File: src/rtl/plot_arbiter_if.sv
// plot_arbiter_if
//   Pixel-write bus shared between the pixel producers and plot_arbiter.
//   The producer side (master) presents packed per-requester pixels and the
//   clear command. The arbiter side (slave) returns grants, status, and the
//   single pixel-write port that feeds vga_adapter.
// Signals
//   req, req_x, req_y, req_colour : per-requester pixel offers (packed, i-th slice)
//   gnt                           : combinational one-hot accept
//   clear_start, clear_colour     : full-screen clear command
//   busy, clear_done              : clear sweep status
//   plot_x, plot_y, plot_colour, plot : frame buffer write port
//   oob_err                       : sticky out-of-bounds flag
interface plot_arbiter_if #(
  parameter int NREQ       = 3,
  parameter int X_BITS     = 8,
  parameter int Y_BITS     = 7,
  parameter int COLOR_BITS = 3
);
  logic [NREQ-1:0]            req;
  logic [NREQ*X_BITS-1:0]     req_x;
  logic [NREQ*Y_BITS-1:0]     req_y;
  logic [NREQ*COLOR_BITS-1:0] req_colour;
  logic [NREQ-1:0]            gnt;
  logic                       clear_start;
  logic [COLOR_BITS-1:0]      clear_colour;
  logic                       busy;
  logic                       clear_done;
  logic [X_BITS-1:0]          plot_x;
  logic [Y_BITS-1:0]          plot_y;
  logic [COLOR_BITS-1:0]      plot_colour;
  logic                       plot;
  logic                       oob_err;

  modport master (
    output req, req_x, req_y, req_colour, clear_start, clear_colour,
    input  gnt, busy, clear_done, plot_x, plot_y, plot_colour, plot, oob_err
  );

  modport slave (
    input  req, req_x, req_y, req_colour, clear_start, clear_colour,
    output gnt, busy, clear_done, plot_x, plot_y, plot_colour, plot, oob_err
  );
endinterface

File: src/rtl/plot_arbiter.sv
// plot_arbiter
//   Round-robin arbiter that shares the VGA frame buffer pixel-write port
//   among NREQ pixel producers, one pixel per clock, and runs a full-screen
//   clear sweep on command.
// Ports
//   Clck  : system clock, rising edge
//   Reset : asynchronous, active-low reset
//   bus   : plot_arbiter_if.slave (requests, grants, clear control, plot port)
// Configuration
//   PLOT_ARB_BOUNDS_EN : when defined, granted pixels outside the screen are
//   consumed but not plotted and set the sticky oob_err flag. When undefined
//   every granted pixel is forwarded and oob_err is tied low.
module plot_arbiter #(
  parameter int NREQ       = 3,
  parameter int X_BITS     = 8,
  parameter int Y_BITS     = 7,
  parameter int COLOR_BITS = 3,
  parameter int SCR_W      = 160,
  parameter int SCR_H      = 120
) (
  input logic           Clck,
  input logic           Reset,
  plot_arbiter_if.slave bus
);

  localparam int RR_W = (NREQ > 1) ? $clog2(NREQ) : 1;

  localparam logic [0:0] ARB   = 1'b0;
  localparam logic [0:0] CLEAR = 1'b1;

  logic [0:0]            state;
  logic [RR_W-1:0]       rr;
  logic [X_BITS-1:0]     cx;
  logic [Y_BITS-1:0]     cy;
  logic [COLOR_BITS-1:0] clr_colour;

  logic                  plot_q;
  logic [X_BITS-1:0]     plot_x_q;
  logic [Y_BITS-1:0]     plot_y_q;
  logic [COLOR_BITS-1:0] plot_colour_q;
  logic                  busy_q;
  logic                  clear_done_q;

  logic [NREQ-1:0]       gnt_c;
  logic [RR_W-1:0]       gidx;
  logic [RR_W-1:0]       next_rr;
  logic                  found;
  int                    idx;
  logic [X_BITS-1:0]     gx;
  logic [Y_BITS-1:0]     gy;
  logic [COLOR_BITS-1:0] gcol;
  logic                  oob;

  // Round-robin search starting at rr. A clear command, the CLEAR state and
  // reset all suppress grants so no requester thinks it was consumed.
  always_comb begin
    gnt_c = '0;
    gidx  = '0;
    found = 1'b0;
    idx   = 0;
    if (Reset && state == ARB && !bus.clear_start) begin
      for (int k = 0; k < NREQ; k++) begin
        idx = int'(rr) + k;
        if (idx >= NREQ) idx = idx - NREQ;
        if (!found && bus.req[idx]) begin
          found      = 1'b1;
          gidx       = RR_W'(idx);
          gnt_c[idx] = 1'b1;
        end
      end
    end
  end

  always_comb begin
    next_rr = (32'(gidx) == NREQ - 1) ? '0 : gidx + 1'b1;
    gx      = bus.req_x[int'(gidx)*X_BITS +: X_BITS];
    gy      = bus.req_y[int'(gidx)*Y_BITS +: Y_BITS];
    gcol    = bus.req_colour[int'(gidx)*COLOR_BITS +: COLOR_BITS];
  end

`ifdef PLOT_ARB_BOUNDS_EN
  logic oob_err_q;

  assign oob = (32'(gx) >= SCR_W) || (32'(gy) >= SCR_H);

  // Sticky until reset; only requester pixels can trip it, never the sweep.
  always_ff @(posedge Clck or negedge Reset) begin
    if (!Reset) begin
      oob_err_q <= 1'b0;
    end else if (found && oob) begin
      oob_err_q <= 1'b1;
    end
  end

  assign bus.oob_err = oob_err_q;
`else
  assign oob         = 1'b0;
  assign bus.oob_err = 1'b0;
`endif

  always_ff @(posedge Clck or negedge Reset) begin
    if (!Reset) begin
      state         <= ARB;
      rr            <= '0;
      cx            <= '0;
      cy            <= '0;
      clr_colour    <= '0;
      plot_q        <= 1'b0;
      plot_x_q      <= '0;
      plot_y_q      <= '0;
      plot_colour_q <= '0;
      busy_q        <= 1'b0;
      clear_done_q  <= 1'b0;
    end else begin
      clear_done_q <= 1'b0;
      case (state)
        ARB: begin
          if (bus.clear_start) begin
            state      <= CLEAR;
            cx         <= '0;
            cy         <= '0;
            clr_colour <= bus.clear_colour;
            busy_q     <= 1'b1;
            plot_q     <= 1'b0;
          end else if (found) begin
            rr <= next_rr;
            if (oob) begin
              plot_q <= 1'b0;
            end else begin
              plot_q        <= 1'b1;
              plot_x_q      <= gx;
              plot_y_q      <= gy;
              plot_colour_q <= gcol;
            end
          end else begin
            plot_q <= 1'b0;
          end
        end
        CLEAR: begin
          plot_q        <= 1'b1;
          plot_x_q      <= cx;
          plot_y_q      <= cy;
          plot_colour_q <= clr_colour;
          if (32'(cx) == SCR_W - 1) begin
            cx <= '0;
            if (32'(cy) == SCR_H - 1) begin
              cy           <= '0;
              state        <= ARB;
              busy_q       <= 1'b0;
              clear_done_q <= 1'b1;
            end else begin
              cy <= cy + 1'b1;
            end
          end else begin
            cx <= cx + 1'b1;
          end
        end
        default: state <= ARB;
      endcase
    end
  end

  assign bus.gnt         = gnt_c;
  assign bus.plot        = plot_q;
  assign bus.plot_x      = plot_x_q;
  assign bus.plot_y      = plot_y_q;
  assign bus.plot_colour = plot_colour_q;
  assign bus.busy        = busy_q;
  assign bus.clear_done  = clear_done_q;

endmodule

File: src/flat_wrapper.sv
// flat-port wrapper written by rule: the top's interface ports become plain ports
module plot_arbiter_flat 
#(
  parameter int NREQ       = 3,
  parameter int X_BITS     = 8,
  parameter int Y_BITS     = 7,
  parameter int COLOR_BITS = 3,
  parameter int SCR_W      = 160,
  parameter int SCR_H      = 120
)
  (Clck, Reset, bus_req, bus_req_x, bus_req_y, bus_req_colour, bus_clear_start, bus_clear_colour, bus_gnt, bus_busy, bus_clear_done, bus_plot_x, bus_plot_y, bus_plot_colour, bus_plot, bus_oob_err);
  plot_arbiter_if #(.NREQ(NREQ), .X_BITS(X_BITS), .Y_BITS(Y_BITS), .COLOR_BITS(COLOR_BITS)) bus_i ();
  input logic Clck;
  input logic Reset;
  input wire logic [$bits(bus_i.req)-1:0] bus_req;
  input wire logic [$bits(bus_i.req_x)-1:0] bus_req_x;
  input wire logic [$bits(bus_i.req_y)-1:0] bus_req_y;
  input wire logic [$bits(bus_i.req_colour)-1:0] bus_req_colour;
  input wire logic [$bits(bus_i.clear_start)-1:0] bus_clear_start;
  input wire logic [$bits(bus_i.clear_colour)-1:0] bus_clear_colour;
  output wire logic [$bits(bus_i.gnt)-1:0] bus_gnt;
  output wire logic [$bits(bus_i.busy)-1:0] bus_busy;
  output wire logic [$bits(bus_i.clear_done)-1:0] bus_clear_done;
  output wire logic [$bits(bus_i.plot_x)-1:0] bus_plot_x;
  output wire logic [$bits(bus_i.plot_y)-1:0] bus_plot_y;
  output wire logic [$bits(bus_i.plot_colour)-1:0] bus_plot_colour;
  output wire logic [$bits(bus_i.plot)-1:0] bus_plot;
  output wire logic [$bits(bus_i.oob_err)-1:0] bus_oob_err;
  assign bus_i.req = bus_req;
  assign bus_i.req_x = bus_req_x;
  assign bus_i.req_y = bus_req_y;
  assign bus_i.req_colour = bus_req_colour;
  assign bus_i.clear_start = bus_clear_start;
  assign bus_i.clear_colour = bus_clear_colour;
  assign bus_gnt = bus_i.gnt;
  assign bus_busy = bus_i.busy;
  assign bus_clear_done = bus_i.clear_done;
  assign bus_plot_x = bus_i.plot_x;
  assign bus_plot_y = bus_i.plot_y;
  assign bus_plot_colour = bus_i.plot_colour;
  assign bus_plot = bus_i.plot;
  assign bus_oob_err = bus_i.oob_err;
  plot_arbiter #(.NREQ(NREQ), .X_BITS(X_BITS), .Y_BITS(Y_BITS), .COLOR_BITS(COLOR_BITS), .SCR_W(SCR_W), .SCR_H(SCR_H)) u_core (.Clck(Clck), .Reset(Reset), .bus(bus_i));
endmodule
File: config.mk
export PLATFORM = sky130hd
export DESIGN_NAME = plot_arbiter_flat
export DESIGN_NICKNAME = d
export VERILOG_FILES = /design/src/rtl/plot_arbiter_if.sv /design/src/rtl/plot_arbiter.sv /design/src/flat_wrapper.sv
export SDC_FILE = /design/constraint.sdc
export NUM_CORES = 1
export LEC_CHECK = 0
export BUFFER_PORTS_ARGS = -buffer_cell sky130_fd_sc_hd__buf_2
export CAP_MARGIN = 30
export CORE_UTILIZATION = 51
export CTS_CLUSTER_DIAMETER = 30
export CTS_CLUSTER_SIZE = 14
export DETAILED_ROUTE_END_ITERATION = 6
export HOLD_SLACK_MARGIN = 0.02
export PLACE_DENSITY = 0.85
export REMOVE_ABC_BUFFERS = 1
export SETUP_SLACK_MARGIN = 0.2
export SLEW_MARGIN = 20
export SYNTH_ARGS = -nofsm -noshare
export SYNTH_HDL_FRONTEND = slang
export SYNTH_SLANG_ARGS = --single-unit
File: constraint.sdc
create_clock -name Clck -period 3.2 [get_ports Clck]
set_input_delay 0.96 -clock Clck [delete_from_list [all_inputs] [get_ports Clck]]
set_output_delay 0.96 -clock Clck [all_outputs]
set_load 0.01 [all_outputs]
==> qor.csv, run 1 <==
stage,metric,value,unit
drt,DRC errors left,0,
power_and_ir_drop,pwr dens,545.3,nW/µm²
synthesis,sequential fraction of the synthesis area,0.3922,
synthesis,Ys Warns,0,
synthesis,Seq cells post-synth,42,
clock_network,CTS sink cnt,42,
global_routing,Total GRT Usage,0.2615,
setup_path,Worst EP arrival,2.16,ns
timing,headroom to the max-slew limit,0.3568,
setup_path,worst reg-to-reg path cell count,9,
layout,ANT cells,0,
clock_network,CTS tree,built,
clock_network,Inserted Clock Buffers,5,
global_routing,busiest grt layer,met2,
synthesis,Post-synth EDFFs,0,
setup_path,Crit Path Max Fanout,8,
floorplan,cell row count,26,
timing,RSZ-0062 raised after global routing,true,
place,post-place setup slack,0.04314,ns
power_and_ir_drop,leak pwr,1.680,nW
floorplan,die area,5549,µm²
layout,Area Overhead vs Synth,26.56,%
timing,Sum Neg Setup Slack,0,ns
synthesis,post-synth top area cell,dfrtp_1,
synthesis,cells taking the most area after synthesis,"dfrtp_1 39%, a221oi_2 10%, o31ai_1 5.6%, nand2b_1 5.4%, a21oi_1 4.5%",
timing,worst slew pin tran,0.9648,ns
timing,final setup violating endpoints,0,
layout,# fillers,396,
drt,drt first-iter violations,226,
global_routing,first-pass GRT wire length,11.01,mm
drt,vias,2550,
layout,layout cell share with drive strength beyond 1,0.3957,
power_and_ir_drop,worst vdd ir,0.3393,mV
floorplan,Initial Util,0.5281,
synthesis,Post-synth top flop,dfrtp_1,
place,placed cell areas,3157,µm²
drt,DR vias/cell,5.809,
setup_path,R2R setup slack,0.73,ns
synthesis,Yosys cell types,50,
timing,maximum clock rate,0.3204,GHz
drt,Avg WL per Cell,16.05,µm
synthesis,Mapped Cells,278,
setup_path,Worst EP required,2.24,ns
job,max cap viols,0,
drt,drt pass-1 iters,5,
clock_network,worst-skew pair later-pin latency,0.30,ns
global_routing,GR Layer Usage met1,0.3394,
global_routing,largest net degree at the start of global routing,47,
timing,Max Slew Vio Count,0,
min_path,hold depth,1,
layout,final net count,437,
clock_network,clock root buffer,clkbuf_8,
timing,slack of the critical path,0.07852,ns
layout,final core occ,0.6684,
place,HPWL after DPL,4.765,mm
drt,antenna-violating nets left,0,
setup_path,Startpoint Class,input pin,
min_path,HP Start,u_core.clr_colour[0],
floorplan,Core Area,5075,µm²
global_routing,total gr overflow,0,
clock_network,H-tree levels,2,
floorplan,Die Wd,74.49,µm
global_routing,met2 usage,0.4505,
global_routing,grt met3 use,0.05285,
floorplan,boundary pin count,88,
min_path,Worst Hold End,u_core.clr_colour[0],
status,status,finished clean,
setup_path,"Max stage delay cell, worst path",o32ai_2,
synthesis,Synth async-reset ratio,1.000,
setup_path,critical path endpoint category,output pin,
clock_network,Clock Path Buffers,2,
global_routing,number of global-route vias before repair,2400,
timing,final hold violations,0,
setup_path,worst reg2reg endpoint,u_core.bus.plot_y[0],
setup_path,FF-to-FF Start,u_core.rr[0],
setup_path,Crit Path Class,in2out,
place,Placer Congestion,0.8283,
synthesis,Post-Syn Area per Cell,9.641,µm²
place,# port buffers,86,
min_path,Hold Crit Class,reg2reg,
clock_network,"CTS clk-pin slew, worst paths",0.08,ns
floorplan,Die H,74.49,µm
setup_path,CP Cell Sequence,"buf_6, nor2b_1, o32ai_2, a22oi_1, a21oi_1, buf_2",
drt,Post-Route WL,7.044,mm
layout,"most common cell after layout, fill and taps aside",buf_2,
layout,most frequent cells in the layout,"84 x buf_2, 42 x dfrtp_1, 27 x nand2_1",
global_routing,initial antenna violation count,0,
layout,post-route cell area,3392,µm²
timing,skew final,0.004969,ns
setup_path,CP max stage delay,0.41,ns
timing,Final period util,0.9755,
synthesis,Post-Syn Area,2680,µm²
timing,min Tclk post-route,3.121,ns
synthesis,Yosys top cell area share,0.3922,
clock_network,# hold bufs at CTS,0,
==> worst max path at each step <==
stage                 startpoint         end  slack (ns)  cells past startpoint
floorplan           u_core.rr[0]  bus_gnt[2]        0.34                      7
CTS                   bus_req[0]  bus_gnt[2]        0.18                      7
global route        u_core.rr[0]  bus_gnt[0]        0.03                      8
detailed placement    bus_req[2]  bus_gnt[1]        0.04                      7
global placement      bus_req[2]  bus_gnt[1]        0.12                      7
finish                bus_req[1]  bus_gnt[1]        0.08                      6
==> synthesized netlist by cell type (all sizes together), types with 2 or more instances <==
cell    count
a21o        2
a21oi      25
a221oi     19
a22o        5
a22oi       2
a31oi       2
and3        3
buf        14
clkbuf      4
dfrtp      42
ha          6
inv         7
mux2        4
nand2      27
nand2b     23
nand3       5
nand4       2
nor2       21
nor3        3
o21ai      12
o31ai      20
or2         2
xnor2       4
xor2        5
==> worst max-delay path, delay by kind of cell <==
kind / cells / cell delay (ns)
compound gates: 3 / 0.77
buf+inv: 2 / 0.27
simple gates: 1 / 0.15
==> layout make-up <==
type / count / area, µm² / area share
Inverter: 7 / 26.28 / 0.007746
Clock inverter: 3 / 45.04 / 0.01328
Multi-Input combinational cell: 211 / 1549 / 0.4567
Sequential cell: 42 / 1051 / 0.3098
Clock buffer: 5 / 68.82 / 0.02029
Timing Repair Buffer: 101 / 564.3 / 0.1664
Tap cell: 70 / 87.58 / 0.02582
==> routing by layer <==
metal  up-vias  part of all wire
met1      1210              0.42
met5         -                 0
li1       1221                 -
met4         0             0.011
met2       109              0.50
met3        10             0.063
==> what timing repair did <==
action / in CTS / in global routing
pin swaps: 7 / 1
resized for setup: 10 / 4
buffers inserted: 4 / 4
endpoints found under the setup margin: 3 / 3
==> state kept, by name, summed over array words and instances, names as in the netlist <==
| signal | count |
|---|---|
| u_core.clr_colour | 3 |
| u_core.bus.plot_colour | 3 |
| u_core.cx | 8 |
| u_core.cy | 7 |
| u_core.bus.busy | 1 |
| u_core.bus.plot_x | 8 |
| u_core.bus.plot | 1 |
| u_core.bus.plot_y | 7 |
| u_core.state | 1 |
| u_core.bus.clear_done | 1 |
| u_core.rr | 2 |
==> report_power, final <==
part | switching (mW) | total [mW] | internal [mW]
clock | 0.192 | 0.424 | 0.232
combinational | 0.307 | 0.613 | 0.307
sequential | 0.135 | 0.812 | 0.677
==> kinds of logic after synthesis <==
kind of cell / synth area share
adders and majority gates: 0.03175
xor gates and xnor gates: 0.02941
muxes: 0.01681
buffers and inverters: 0.04949
AOI/OAI and AO/OA: 0.3030
other: 0.001399
DFF: 0.3922
and+or+nand+nor: 0.1760
==> per-stage QoR <==
step                cells  hold WS [ns]  total power [mW]
global route          439        0.5375             1.985
CTS                   435        0.5105             1.837
detailed placement    423        0.4918             1.383
floorplan             260        0.4716             1.158
global placement      423        0.4830             1.358
finish                439        0.5106             1.850
Power figures use the tool's default switching activity.
==> run 2, diff against run 1 <==
ABC_AREA = 1   (was not set)
CORE_UTILIZATION = 52   (was 51)
==> run 2 against run 1 <==
  * Routed wire length rose by 18%
  * Combinational power up 44%
  * Worst hold slack worse by 0.034 ns
  * Clock power shrank 15%
  * Clock-buffer cell count grew 1
  * Synthesized area up 12%
  * Synthesized cell count up 64%
  * Global-route usage rose by 2.1 points
  * Maximum frequency rose by 1.1%
  * Via count rose by 27%
  * Sequential power grew 3.4%
  * Flip-flop and latch count unchanged
==> qor.csv, run 2 <==
stage,metric,value,unit,change
status,status,finished clean,,
clock_network,clock root buffer,clkbuf_8,,
layout,most frequent cells in the layout,"143 x nand2_1, 86 x buf_2, 69 x inv_1",,
timing,Sum Neg Setup Slack,0,ns,unchanged
power_and_ir_drop,leak pwr,2.090,nW,+24%
timing,final hold violations,0,,unchanged
timing,final setup violating endpoints,0,,unchanged
clock_network,worst-skew pair later-pin latency,0.30,ns,about the same
synthesis,"count leader, synth",nand2_1,,
floorplan,boundary pin count,88,,unchanged
synthesis,Seq cells post-synth,42,,unchanged
power_and_ir_drop,worst vdd ir,0.2762,mV,-19%
drt,drt pass-1 iters,4,,-1
power_and_ir_drop,Sw Share,0.4035,,+0.06077
power_and_ir_drop,Clk pwr share,0.173,,-0.056
power_and_ir_drop,internal power,1.245,mW,+2.4%
clock_network,Inserted Clock Buffers,5,,unchanged
setup_path,Worst EP arrival,2.13,ns,-0.03 ns
synthesis,Yosys top cell area share,0.3515,,-0.04069
layout,ANT cells,0,,unchanged
drt,drt first-iter violations,198,,-12%
clock_network,H-tree levels,2,,unchanged
global_routing,first-pass GRT wire length,13.41,mm,+22%
timing,maximum clock rate,0.3240,GHz,+1.1%
layout,final net count,614,,+41%
timing,Max Slew Vio Count,0,,unchanged
timing,worst slew pin tran,0.5307,ns,-0.4341 ns
place,Placer Congestion,0.9392,,+13%
power_and_ir_drop,Flop pwr share,0.403,,-0.036
floorplan,Initial Util,0.5397,,+0.01164
clock_network,Clock Path Buffers,2,,unchanged
global_routing,initial antenna violation count,0,,unchanged
min_path,Hold Crit Class,reg2reg,,
layout,layout cell share with drive strength beyond 1,0.2546,,-0.1411
setup_path,critical path endpoint category,output pin,,
synthesis,Synth async-reset ratio,1.000,,unchanged
timing,min Tclk post-route,3.087,ns,-0.03467 ns
timing,headroom to the max-slew limit,0.6462,,+0.2894
synthesis,Ys Warns,0,,unchanged
clock_network,# hold bufs at CTS,0,,unchanged
synthesis,"top cells by count, synth","143 x nand2_1, 71 x inv_1, 65 x nand3_1, 42 x dfrtp_1, 20 x a21oi_1",,
synthesis,Yosys cell types,33,,-34%
place,HPWL after DPL,5.690,mm,+19%
clock_network,CTS sink cnt,42,,unchanged
drt,DR vias/cell,5.243,,-9.7%
drt,DRC errors left,0,,unchanged
synthesis,sequential fraction of the synthesis area,0.3515,,-0.04069
timing,Final period util,0.9646,,-0.01083
synthesis,cells taking the most area after synthesis,"dfrtp_1 35%, nand2_1 18%, nand3_1 11%, inv_1 8.9%, a21oi_1 3.3%",,
timing,skew final,0.01038,ns,+0.005412 ns
synthesis,Mapped Cells,455,,+64%
place,placed cell areas,3463,µm²,+9.7%
layout,Area Overhead vs Synth,22.72,%,
synthesis,Post-Syn Area per Cell,6.572,µm²,-32%
setup_path,Crit Path Max Fanout,4,,-4
clock_network,CTS tree,built,,
floorplan,die area,6058,µm²,+9.2%
layout,post-route cell area,3670,µm²,+8.2%
setup_path,Crit Path Class,in2out,,
synthesis,Post-synth top flop,dfrtp_1,,
layout,"most common cell after layout, fill and taps aside",nand2_1,,
drt,vias,3240,,+27%
floorplan,cell row count,27,,+3.8%
synthesis,Post-synth EDFFs,0,,unchanged
job,max cap viols,0,,unchanged
global_routing,number of global-route vias before repair,3071,,+28%
drt,Post-Route WL,8.333,mm,+18%
global_routing,total gr overflow,0,,unchanged
drt,Avg WL per Cell,13.48,µm,-16%
setup_path,Startpoint Class,input pin,,
synthesis,post-synth top area cell,dfrtp_1,,
place,# port buffers,86,,unchanged
synthesis,Post-Syn Area,2990,µm²,+12%
global_routing,largest net degree at the start of global routing,43,,-8.5%
power_and_ir_drop,logic gate share of total power,0.424,,+0.092
floorplan,Core Area,5540,µm²,+9.2%
global_routing,Total GRT Usage,0.2828,,+0.02133
setup_path,Worst EP required,2.24,ns,about the same
power_and_ir_drop,pwr dens,568.6,nW/µm²,+4.3%
clock_network,"CTS clk-pin slew, worst paths",0.08,ns,about the same
drt,antenna-violating nets left,0,,unchanged
timing,RSZ-0062 raised after global routing,true,,
floorplan,Die Wd,77.84,µm,+4.5%
power_and_ir_drop,Psw,0.8419,mW,+33%
floorplan,Die H,77.84,µm,+4.5%
run 2: what timing repair did:
| action | in CTS | in global routing |
|---|---|---|
| setup endpoints to repair | 2 | 3 |
| cloned | 0 | 0 |
| pin swaps | 0 | 4 |
| gates resized for setup | 6 | 6 |
| setup buffers | 0 | 7 |
run 2: final timing paths:
| kind | start | endpoint | slack, ns | cells after the start |
|---|---|---|---|---|
| setup / recovery | bus_req[2] | bus_gnt[1] | 0.11 | 10 |
| hold / removal | u_core.bus.plot_y[2] | u_core.bus.plot_y[2] | 0.48 | 2 |
| setup reg to reg | u_core.rr[1] | u_core.bus.plot_y[2] | 0.78 | 13 |
| hold reg to reg | u_core.bus.plot_y[2] | u_core.bus.plot_y[2] | 0.48 | 2 |
| max in group asynchronous | Reset | u_core.rr[0] | 2.02 | 2 |
| min in group asynchronous | Reset | u_core.cy[6] | 0.78 | 2 |
run 2: layout make-up:
class,count,area [µm²]
Fill cell,488,1871
Tap cell,72,90.09
Timing Repair Buffer,99,540.5
Multi-Input combinational cell,307,1554
Sequential cell,42,1052
Clock inverter,2,12.51
Clock buffer,6,82.58
Inverter,90,337.8
run 2: metrics by stage:
| step | setup WS, ns | utilization | power (mW) | cells | hold slack (ns) |
|---|---|---|---|---|---|
| after floorplan | 0.5189 | - | 1.361 | 439 | 0.4495 |
| after global placement | 0.3418 | 0.6251 | 1.608 | 603 | 0.4583 |
| after detailed placement | 0.2052 | 0.6251 | 1.653 | 603 | 0.4607 |
| after CTS | 0.2065 | 0.6479 | 2.034 | 611 | 0.4827 |
| after global routing | 0.1024 | 0.6624 | 2.242 | 618 | 0.4977 |
| final | 0.1132 | 0.6624 | 2.086 | 618 | 0.4765 |
run 2: critical path, cell delays in order:
cell and delay, ns:
buf_2 0.08, inv_2 0.06, nor2_2 0.17, nand2_1 0.13, nand2_1 0.15, nand3_4 0.11
inv_1 0.10, nand2_1 0.05, a31oi_1 0.15, buf_2 0.16
run 2: routing by layer:
layer / track usage / share of wire / wire length [µm]
met2: 0.4876 / 0.48 / 3993
met4: 0.1264 / 0.032 / 267
met3: 0.04588 / 0.075 / 622
met5: 0 / 0 / 0
met1: 0.3455 / 0.41 / 3450
run 2: power by group through the flow:
| stage | combinational [mW] | sequential [mW] | clock, mW |
|---|---|---|---|
| floorplan | 0.493 | 0.868 | 0 |
| global placement | 0.772 | 0.835 | 0 |
| detailed placement | 0.809 | 0.844 | 0 |
| CTS | 0.828 | 0.839 | 0.367 |
| global route | 0.982 | 0.868 | 0.392 |
| finish | 0.885 | 0.840 | 0.362 |
run 2: cells by family (layout without fill, tap and decap cells):
| group | Yosys count | in the layout | share of synthesized area |
|---|---|---|---|
| compound gates | 44 | 44 | 0.08033 |
| fa+ha+maj | 6 | 6 | 0.02510 |
| xor+xnor | 6 | 6 | 0.01757 |
| buf+inv | 106 | 197 | 0.1439 |
| simple gates | 250 | 250 | 0.3803 |
| other cells | 1 | 1 | 0.001254 |
| flops | 42 | 42 | 0.3515 |
==> run 3, diff against run 2 <==
==> constraint.sdc (replaced) <==
create_clock -name Clck -period 3.2 [get_ports Clck]
set_input_delay 0.96 -clock Clck [delete_from_list [all_inputs] [get_ports Clck]]
set_output_delay 0.96 -clock Clck [all_outputs]
set_load 0.02 [all_outputs]
==> run 3 against run 2 <==
  * Sequential share of layout area fell by 0.11 points
  * Die area did not move
  * Non-clock buffer count fell by 1
  * Highest routed layer unchanged
  * First-iteration DRC count rose by 30%
  * Largest power group unchanged
  * Clock power rose by 18%
==> qor.csv, run 3 (synthesized netlist as in run 2, its figures left out) <==
stage,metric,value,unit,change
floorplan,boundary pin count,88,,unchanged
place,# port buffers,86,,unchanged
drt,drt first-iter violations,257,,+30%
timing,Max Slew Vio Count,0,,unchanged
global_routing,largest net degree at the start of global routing,43,,unchanged
power_and_ir_drop,internal power,1.297,mW,+4.2%
power_and_ir_drop,Clk pwr share,0.194,,+0.021
power_and_ir_drop,Sw Share,0.4112,,+0.007657
layout,layout cell share with drive strength beyond 1,0.2569,,+0.002302
floorplan,Die Wd,77.84,µm,unchanged
power_and_ir_drop,worst vdd ir,0.3382,mV,+22%
clock_network,CTS tree,built,,
clock_network,# hold bufs at CTS,0,,unchanged
setup_path,Crit Path Max Fanout,5,,+1
timing,Final period util,0.9327,,-0.03196
timing,headroom to the max-slew limit,0.6443,,-0.001960
clock_network,CTS sink cnt,42,,unchanged
timing,final hold violations,0,,unchanged
timing,maximum clock rate,0.3351,GHz,+3.4%
layout,"most common cell after layout, fill and taps aside",nand2_1,,
power_and_ir_drop,Flop pwr share,0.380,,-0.023
min_path,Hold Crit Class,reg2reg,,
setup_path,Crit Path Class,reg2out,,
clock_network,worst-skew pair later-pin latency,0.31,ns,about the same
layout,final net count,613,,-0.16%
clock_network,"CTS clk-pin slew, worst paths",0.09,ns,about the same
timing,skew final,0.009791,ns,-0.0005894 ns
place,# placed instances,604,,+0.17%
clock_network,Inserted Clock Buffers,5,,unchanged
layout,most frequent cells in the layout,"142 x nand2_1, 85 x buf_2, 68 x inv_1",,
global_routing,number of global-route vias before repair,2986,,-2.8%
global_routing,first-pass GRT wire length,13.41,mm,unchanged
floorplan,Die H,77.84,µm,unchanged
setup_path,Worst EP required,2.24,ns,about the same
timing,final setup violating endpoints,0,,unchanged
timing,worst slew pin tran,0.5336,ns,+0.002941 ns
layout,Finished Layout Cells,617,,-0.16%
drt,DR vias/cell,5.164,,-1.5%
timing,Sum Neg Setup Slack,0,ns,unchanged
global_routing,total gr overflow,0,,unchanged
global_routing,initial antenna violation count,0,,unchanged
drt,drt pass-1 iters,5,,+1
floorplan,cell row count,27,,unchanged
floorplan,Initial Util,0.5397,,unchanged
power_and_ir_drop,leak pwr,2.089,nW,about the same
layout,Area Overhead vs Synth,23.18,%,
power_and_ir_drop,Psw,0.9054,mW,+7.5%
floorplan,die area,6058,µm²,unchanged
setup_path,Worst EP arrival,2.02,ns,-0.11 ns
drt,vias,3186,,-1.7%
job,max cap viols,0,,unchanged
place,HPWL after DPL,5.709,mm,+0.32%
power_and_ir_drop,pwr dens,597.8,nW/µm²,+5.1%
setup_path,Startpoint Class,register,,
global_routing,Total GRT Usage,0.2837,,+0.0009044
timing,min Tclk post-route,2.985,ns,-0.1023 ns
drt,DRC errors left,0,,unchanged
clock_network,clock root buffer,clkbuf_8,,
clock_network,Clock Path Buffers,2,,unchanged
status,status,finished clean,,
clock_network,H-tree levels,2,,unchanged
floorplan,Core Area,5540,µm²,unchanged
drt,antenna-violating nets left,0,,unchanged
place,Placer Congestion,0.9766,,+4.0%
drt,Post-Route WL,8.134,mm,-2.4%
setup_path,critical path endpoint category,output pin,,
timing,RSZ-0062 raised after global routing,true,,
power_and_ir_drop,logic gate share of total power,0.426,,+0.002
drt,Avg WL per Cell,13.18,µm,-2.2%
layout,ANT cells,0,,unchanged
run 3: cell count changes in the layout (fill, tap and decap cells not counted), sizes merged:
| cell | delta |
|---|---|
| buf | -1 |
| bufinv | +1 |
| clkinv | -1 |
run 3: timing repair:
action,in CTS,in global routing
gates resized for setup,5,13
setup endpoints to repair,3,3
buffers inserted,1,4
pin swaps,0,7
run 3: power groups by stage:
| stage | clock [mW] | sequential (mW) | combinational (mW) |
|---|---|---|---|
| detailed placement | 0 | 0.837 | 0.876 |
| global route | 0.452 | 0.859 | 1.03 |
| global placement | 0 | 0.834 | 0.847 |
| finish | 0.427 | 0.837 | 0.938 |
| CTS | 0.428 | 0.832 | 0.894 |
| floorplan | 0 | 0.938 | 0.493 |
run 3: path summary, 6_finish.rpt:
path	start	to	slack [ns]	cells after the start
worst max-delay path	u_core.rr[1]	bus_gnt[1]	0.22	10
worst min-delay path	u_core.bus.plot_x[3]	u_core.bus.plot_x[3]	0.48	2
worst max register to register	u_core.rr[1]	u_core.bus.plot_y[2]	0.81	15
worst min register to register	u_core.bus.plot_x[3]	u_core.bus.plot_x[3]	0.48	2
max in group asynchronous	Reset	u_core.rr[1]	2.04	2
min in group asynchronous	Reset	u_core.bus.plot_y[4]	0.76	2
run 3: critical path, cell delays in order (launching register included):
cell	delay, ns
dfrtp_2	0.46
ha_4	0.32
inv_2	0.06
nand2_1	0.07
nand3_2	0.09
nand2_4	0.12
nand3_4	0.07
inv_2	0.06
nand2_1	0.06
a31oi_1	0.23
buf_4	0.18
run 3: metrics by stage:
stage	cell area (µm²)	setup slack, ns	power, mW	util	hold slack, ns
after floorplan	2898	0.3744	1.431	-	0.4495
after global placement	3471	0.2880	1.681	0.6265	0.4576
after detailed placement	3471	0.2056	1.714	0.6265	0.4608
after CTS	3613	0.2023	2.153	0.6522	0.4814
after global routing	3684	0.1403	2.345	0.6649	0.5072
final	3684	0.2155	2.202	0.6649	0.4781
run 3: per-layer routing:
layer	part of all wire	vias to the layer above	global-route usage	wire, µm
li1	-	1590	-	-
met1	0.43	1440	0.3554	3493
met2	0.47	131	0.4823	3845
met3	0.072	25	0.06118	589
met4	0.025	0	0.09434	206
met5	0	-	0	0
run 3: area by class of cell:
class	instances	area (µm²)
multi-input cells	307	1568
clock buffers	6	72.57
inverters	90	340.3
flip-flops and latches	42	1052
repair buffers	98	523.0
fillers	488	1857
clock inverters	2	37.54
well taps	72	90.09
